==> config.mk <==
export PLATFORM = sky130hd
export DESIGN_NAME = system_0_sysid_checker_timer
export DESIGN_NICKNAME = d
export VERILOG_FILES = /design/src/rtl/system_0_sysid_checker_timer.sv
export SDC_FILE = /design/constraint.sdc
export NUM_CORES = 1
export LEC_CHECK = 0
export CELL_PAD_IN_SITES_DETAIL_PLACEMENT = 1
export CELL_PAD_IN_SITES_GLOBAL_PLACEMENT = 1
export CORE_UTILIZATION = 35
export DETAILED_ROUTE_END_ITERATION = 10
export GPL_TIMING_DRIVEN = 0
export PLACE_DENSITY_LB_ADDON = 0.15
export SLEW_MARGIN = 20
export SYNTH_ARGS = -nofsm -noshare
export SYNTH_HDL_FRONTEND = slang
export SYNTH_SLANG_ARGS = --single-unit
==> constraint.sdc <==
create_clock -name clock -period 3 [get_ports clock]
set_clock_uncertainty 0.15 [all_clocks]
set_input_delay 0.6 -clock clock [delete_from_list [all_inputs] [get_ports clock]]
set_output_delay 0.6 -clock clock [all_outputs]
set_load 0.01 [all_outputs]
==> src/rtl/system_0_sysid_checker_timer.sv <==
// Loadable up/down counter used for both read-latency countdown and waitrequest stall counting.
// Load wins over inc, and inc wins over dec; the count updates one cycle after the request.
module system_0_sysid_checker_timer #(
  parameter int W = 8
) (
  input  logic         clock,
  input  logic         reset_n,
  input  logic         load,
  input  logic [W-1:0] load_val,
  input  logic         inc,
  input  logic         dec,
  output logic [W-1:0] count
);

  logic [W-1:0] count_q, count_d;

  always_comb begin
    count_d = count_q;
    if (load) begin
      count_d = load_val;
    end else if (inc) begin
      count_d = count_q + W'(1);
    end else if (dec) begin
      count_d = count_q - W'(1);
    end
  end

  always_ff @(posedge clock or negedge reset_n) begin
    if (!reset_n) begin
      count_q <= '0;
    end else begin
      count_q <= count_d;
    end
  end

  assign count = count_q;

endmodule

=== After elaboration in Yosys (flattened, before gate mapping) ===
Cells that the tools add are included.
Widths: inputs -> output; s select.

* Flip-flop bits (word level): 8
* Latch bits: 0
* Bits in writable memories: 0
* Bits in read-only memories: 0
* Input bits: 13
* Output and inout port bits: 8
* Word-level logic and storage cells: 7
* Memories kept: 0

* Add/sub/neg operators: 2
* $mul: 0
* Divide/modulo/power cells: 0
* $lt $le $gt $ge: 0
* Equal/unequal tests: 0
* Shift operators: 0
* Mux-type cells: 3
* Bitwise gates (word level): 0
* Reductions and logical operators: 1

{| class="wikitable"
|+ Operators by type and width
! operator !! count
|-
| $mux 8 || 3
|-
| $add 8x1->8 const B || 1
|-
| $sub 8x1->8 const B || 1
|-
| $reduce_bool 3->1 || 1
|}

=== Depth between registers and ports, before layout ===
* Depth in word-level cells: 4
* Depth in mapped cells: 7
* Depth with buffers taken out: 7

=== Least setup slack after synthesis ===
OpenSTA, ideal clock, no wires.

* Path type: input port to flip-flop
* Start point: in inc
* End point: reg count_q[7], in the netlist count[7]
* Setup time: 0.092 ns
* Arrival time: 2.157 ns
* Path slack: 0.602 ns
* Stages on the path: 7
* Path buffers: 0
* Cells stage by stage: inv_1 -> ha_1 -> a211oi_2 -> nor3_1 -> or4_4 -> and4_4 -> o31ai_2

* Longest elaborated chain between the ends: 2
* Elaborated cells on any way between the ends: 3

{| class="wikitable"
|+ Ends and longest elaborated chain
! element !! RTL line !! text
|-
| start: declaration || 10 || <nowiki>input logic inc,</nowiki>
|-
| $mux 8 || 21 || <nowiki>end else if (inc) begin</nowiki>
|-
| $mux 8 || 19 || <nowiki>if (load) begin</nowiki>
|-
| end signal: assignment || 32 || <nowiki>count_q <= count_d;</nowiki>
|-
| end: declaration || 15 || <nowiki>logic [W-1:0] count_q, count_d;</nowiki>
|}

Parallel ways exist; a longest one is shown, timed or not.
A chain may end at the register's enable or synchronous reset.

=== Worst setup path after layout ===
Ends and elaborated chain as after synthesis.

==> impl_results.md <==
- Sequential-to-total area share from yosys stat: 0.2952
- Largest net degree at the start of global routing: 11
- Clock sinks: 8
- Initial core utilization: 0.3844
- CTS root buf: clkbuf_4
- Flop-to-flop setup slack: 860 ps
- Layout cells sized above 1: 0.1122
- Final cell count without fillers: 123
- Yosys reg bits: 8
- Cells after Synth: 76
- Required time worst endpoint: 3010 ps
- Rows: 15
- Drt wl/cell: 13.37 µm
- Final Util: 0.5227
- Hold path depth: 2
- Setup CP Type: input port to flop
- DRT iter0 DRCs: 5
- DRC violation count after routing: 0
- Detail Placement HPWL: 1268 µm
- Yosys cell types: 32
- VDD IR-drop max: 0.2746 mV
- Final Max Tran Viols: 0
- CTS tree: yes
- PortBufs: 19
- CP top delay family: simple AND/OR/NAND/NOR gates
- Total CTS buffers: 3
- CP Capture Type: flop
- Critical-path cell list: clkdlybuf4s50_1, inv_2, ha_1, a21oi_1, nand2_2, or4_4, and4_4, o31ai_2
- First-pass GRT wire length: 2691 µm
- P_leak: 0.3854 nW
- Die X: 46.02 µm
- Crit Path Max Fanout: 7
- Worst Path Buf+Inv: 2
- Post-synth top area cell: dfrtp_1
- Slew headroom: 0.6664
- ANT cells: 0
- I/O Pins: 21
- Hold Fails Final Rpt: 0
- Routed via count: 639
- Reg-to-reg endpoint: count[7]
- Syn Nets: 96
- Clk Latency, worst-skew pair: 260 ps
- Tightest Pin Transition: 500.3 ps
- Core area: 0.001764 mm²
- FF-to-FF path depth: 6
- Clk buf depth: 2
- Minimum clock period after layout: 2861 ps
- Power density cells: 582.8 mW/mm²
- Max cap viols: 0
- Mapped Area: 678.2 µm²
- DR vias/cell: 5.195
- Placed cells: 120
- RSZ-0062 raised after global routing: false
- Worst EP arrival: 2870 ps
- FF-to-FF Start: count[1]
- Hold_ws: 443.2 ps
- Gr usage total: 0.1809
- Slowest cell on crit path: clkdlybuf4s50_1
- Hold_sp: count[2]
- Synth top area share: 0.2952
- ANT nets after route: 0
- Hold endpoint: count[2]
- Syn_area_per_cell: 8.923 µm²
- CP Launch Point: inc
- Main area contributors after synthesis: dfrtp_1 (30%), ha_1 (11%), a21oi_1 (4.4%)
- CP peak stage delay: 610 ps
- H-tree depth: 1
- Global route overflow: 0
- Synth-to-layout area growth: 35.98%
- Initial antenna violation count: 0
- Gp weighted congestion: 0.7865
- Die H: 46.02 µm
- Final wirelength: 1645 µm
- Largest register FFs: 8
- Startpoint class of the critical path: input port
- Vias in the first global route: 621
- Final cycle utilization of the critical path: 0.9538
- Final layout net count: 120
- Achievable frequency: 0.3495 GHz
- Setup-failing EPs final: 0
- Die area: 0.002117 mm²
- Status: finished, final reports clean
- Final Power: 0.5374 mW
- Clk slew on worst S/H paths: 60 ps
- YS warnings: 0
- DR pass1 iterations: 2
- HP Class: flop to flop
- Critical path depth: 8
-- worst max path at each step --
| stage | to |
|---|---|
| 4_1_cts | count[7] |
| 2_1_floorplan | count[7] |
| 3_3_place_gp | count[7] |
| 5_1_grt | count[7] |
| 3_5_place_dp | count[7] |
| 6_report | count[7] |
-- through the flow --
| stage | cell area [µm²] | TNS (ps) | worst slack, ps |
|---|---|---|---|
| after global routing | 922.1 | 0 | 29.91 |
| after floorplan | 678.2 | 0 | 601.6 |
| after CTS | 922.1 | 0 | 75.47 |
| after detailed placement | 899.6 | -416.9 | -181.3 |
| final | 922.1 | 0 | 138.6 |
| after global placement | 899.6 | -315.9 | -158.2 |
-- final cells by class --
class / count / area [µm²]
fill: 222 / 842.1
multi-input combinational: 61 / 451.7
sequential: 8 / 200.2
timing repair buffer: 19 / 190.2
tap: 25 / 31.28
clock buffer: 3 / 22.52
inverter: 4 / 15.01
buffer: 3 / 11.26
-- cell families (layout without fill, tap and decap cells) --
logic type	after synthesis	count (layout)	share of synthesized area
simple gates	21	21	0.1624
buf+inv	7	29	0.03874
xor+xnor	5	5	0.06459
fa+ha+maj	7	7	0.1402
mux	4	4	0.06457
flops	8	8	0.2952
compound gates	24	24	0.2343
-- synthesized netlist by cell type --
master	number
a211oi_1	1
a211oi_2	1
a21o_1	2
a21oi_1	6
a221oi_1	2
a31oi_1	1
and4_4	1
buf_1	2
clkbuf_1	1
dfrtp_1	8
fa_1	1
ha_1	6
inv_1	4
mux2_1	1
mux2_2	2
mux2i_1	1
nand2_1	7
nand2_2	1
nand2b_1	1
nand3_1	1
nor2_1	4
nor3_1	3
nor3b_1	1
nor4_1	1
o211ai_1	1
o21ai_0	1
o21ai_1	6
o21bai_1	2
o31ai_2	1
or4_4	1
xnor2_1	2
xor2_1	3
-- report_power, final --
group          internal, mW  switching [mW]
Clock                0.0461          0.0425
Combinational         0.157           0.136
Sequential            0.133          0.0231
-- tightest hold or removal path, delay by kind of cell (launching register included) --
kind	cells	cell delay, ps
AOI/OAI and AO/OA	2	180
DFF	1	370
-- cells in the final DEF (no fill, tap or decap), types with 2 or more instances in the layout --
| cell | instances |
|---|---|
| dfrtp_1 | 8 |
| o21bai_1 | 2 |
| xor2_1 | 3 |
| nand2_1 | 7 |
| clkdlybuf4s50_1 | 19 |
| nor2_1 | 4 |
| nor3_1 | 3 |
| ha_1 | 6 |
| a221oi_1 | 2 |
| o21ai_1 | 6 |
| mux2_2 | 2 |
| a21oi_1 | 6 |
| buf_1 | 2 |
| clkbuf_4 | 3 |
| inv_1 | 3 |
| a21o_1 | 2 |
| xnor2_1 | 2 |
-- layer usage --
layer / share of wire / global-route usage / wire [µm]
met5: 0 / 0 / 0
met4: 0.0073 / 0.07059 / 12
met3: 0.038 / 0.03968 / 62
met2: 0.47 / 0.2901 / 771
met1: 0.48 / 0.2328 / 797
-- repair_timing --
| item | in CTS | in global routing |
|---|---|---|
| resized for setup | 0 | 1 |
| buffers inserted | 0 | 0 |
| setup endpoints to repair | 0 | 2 |
| hold buffers | 0 | 0 |
No activity file was read; power rests on OpenSTA's default activity.
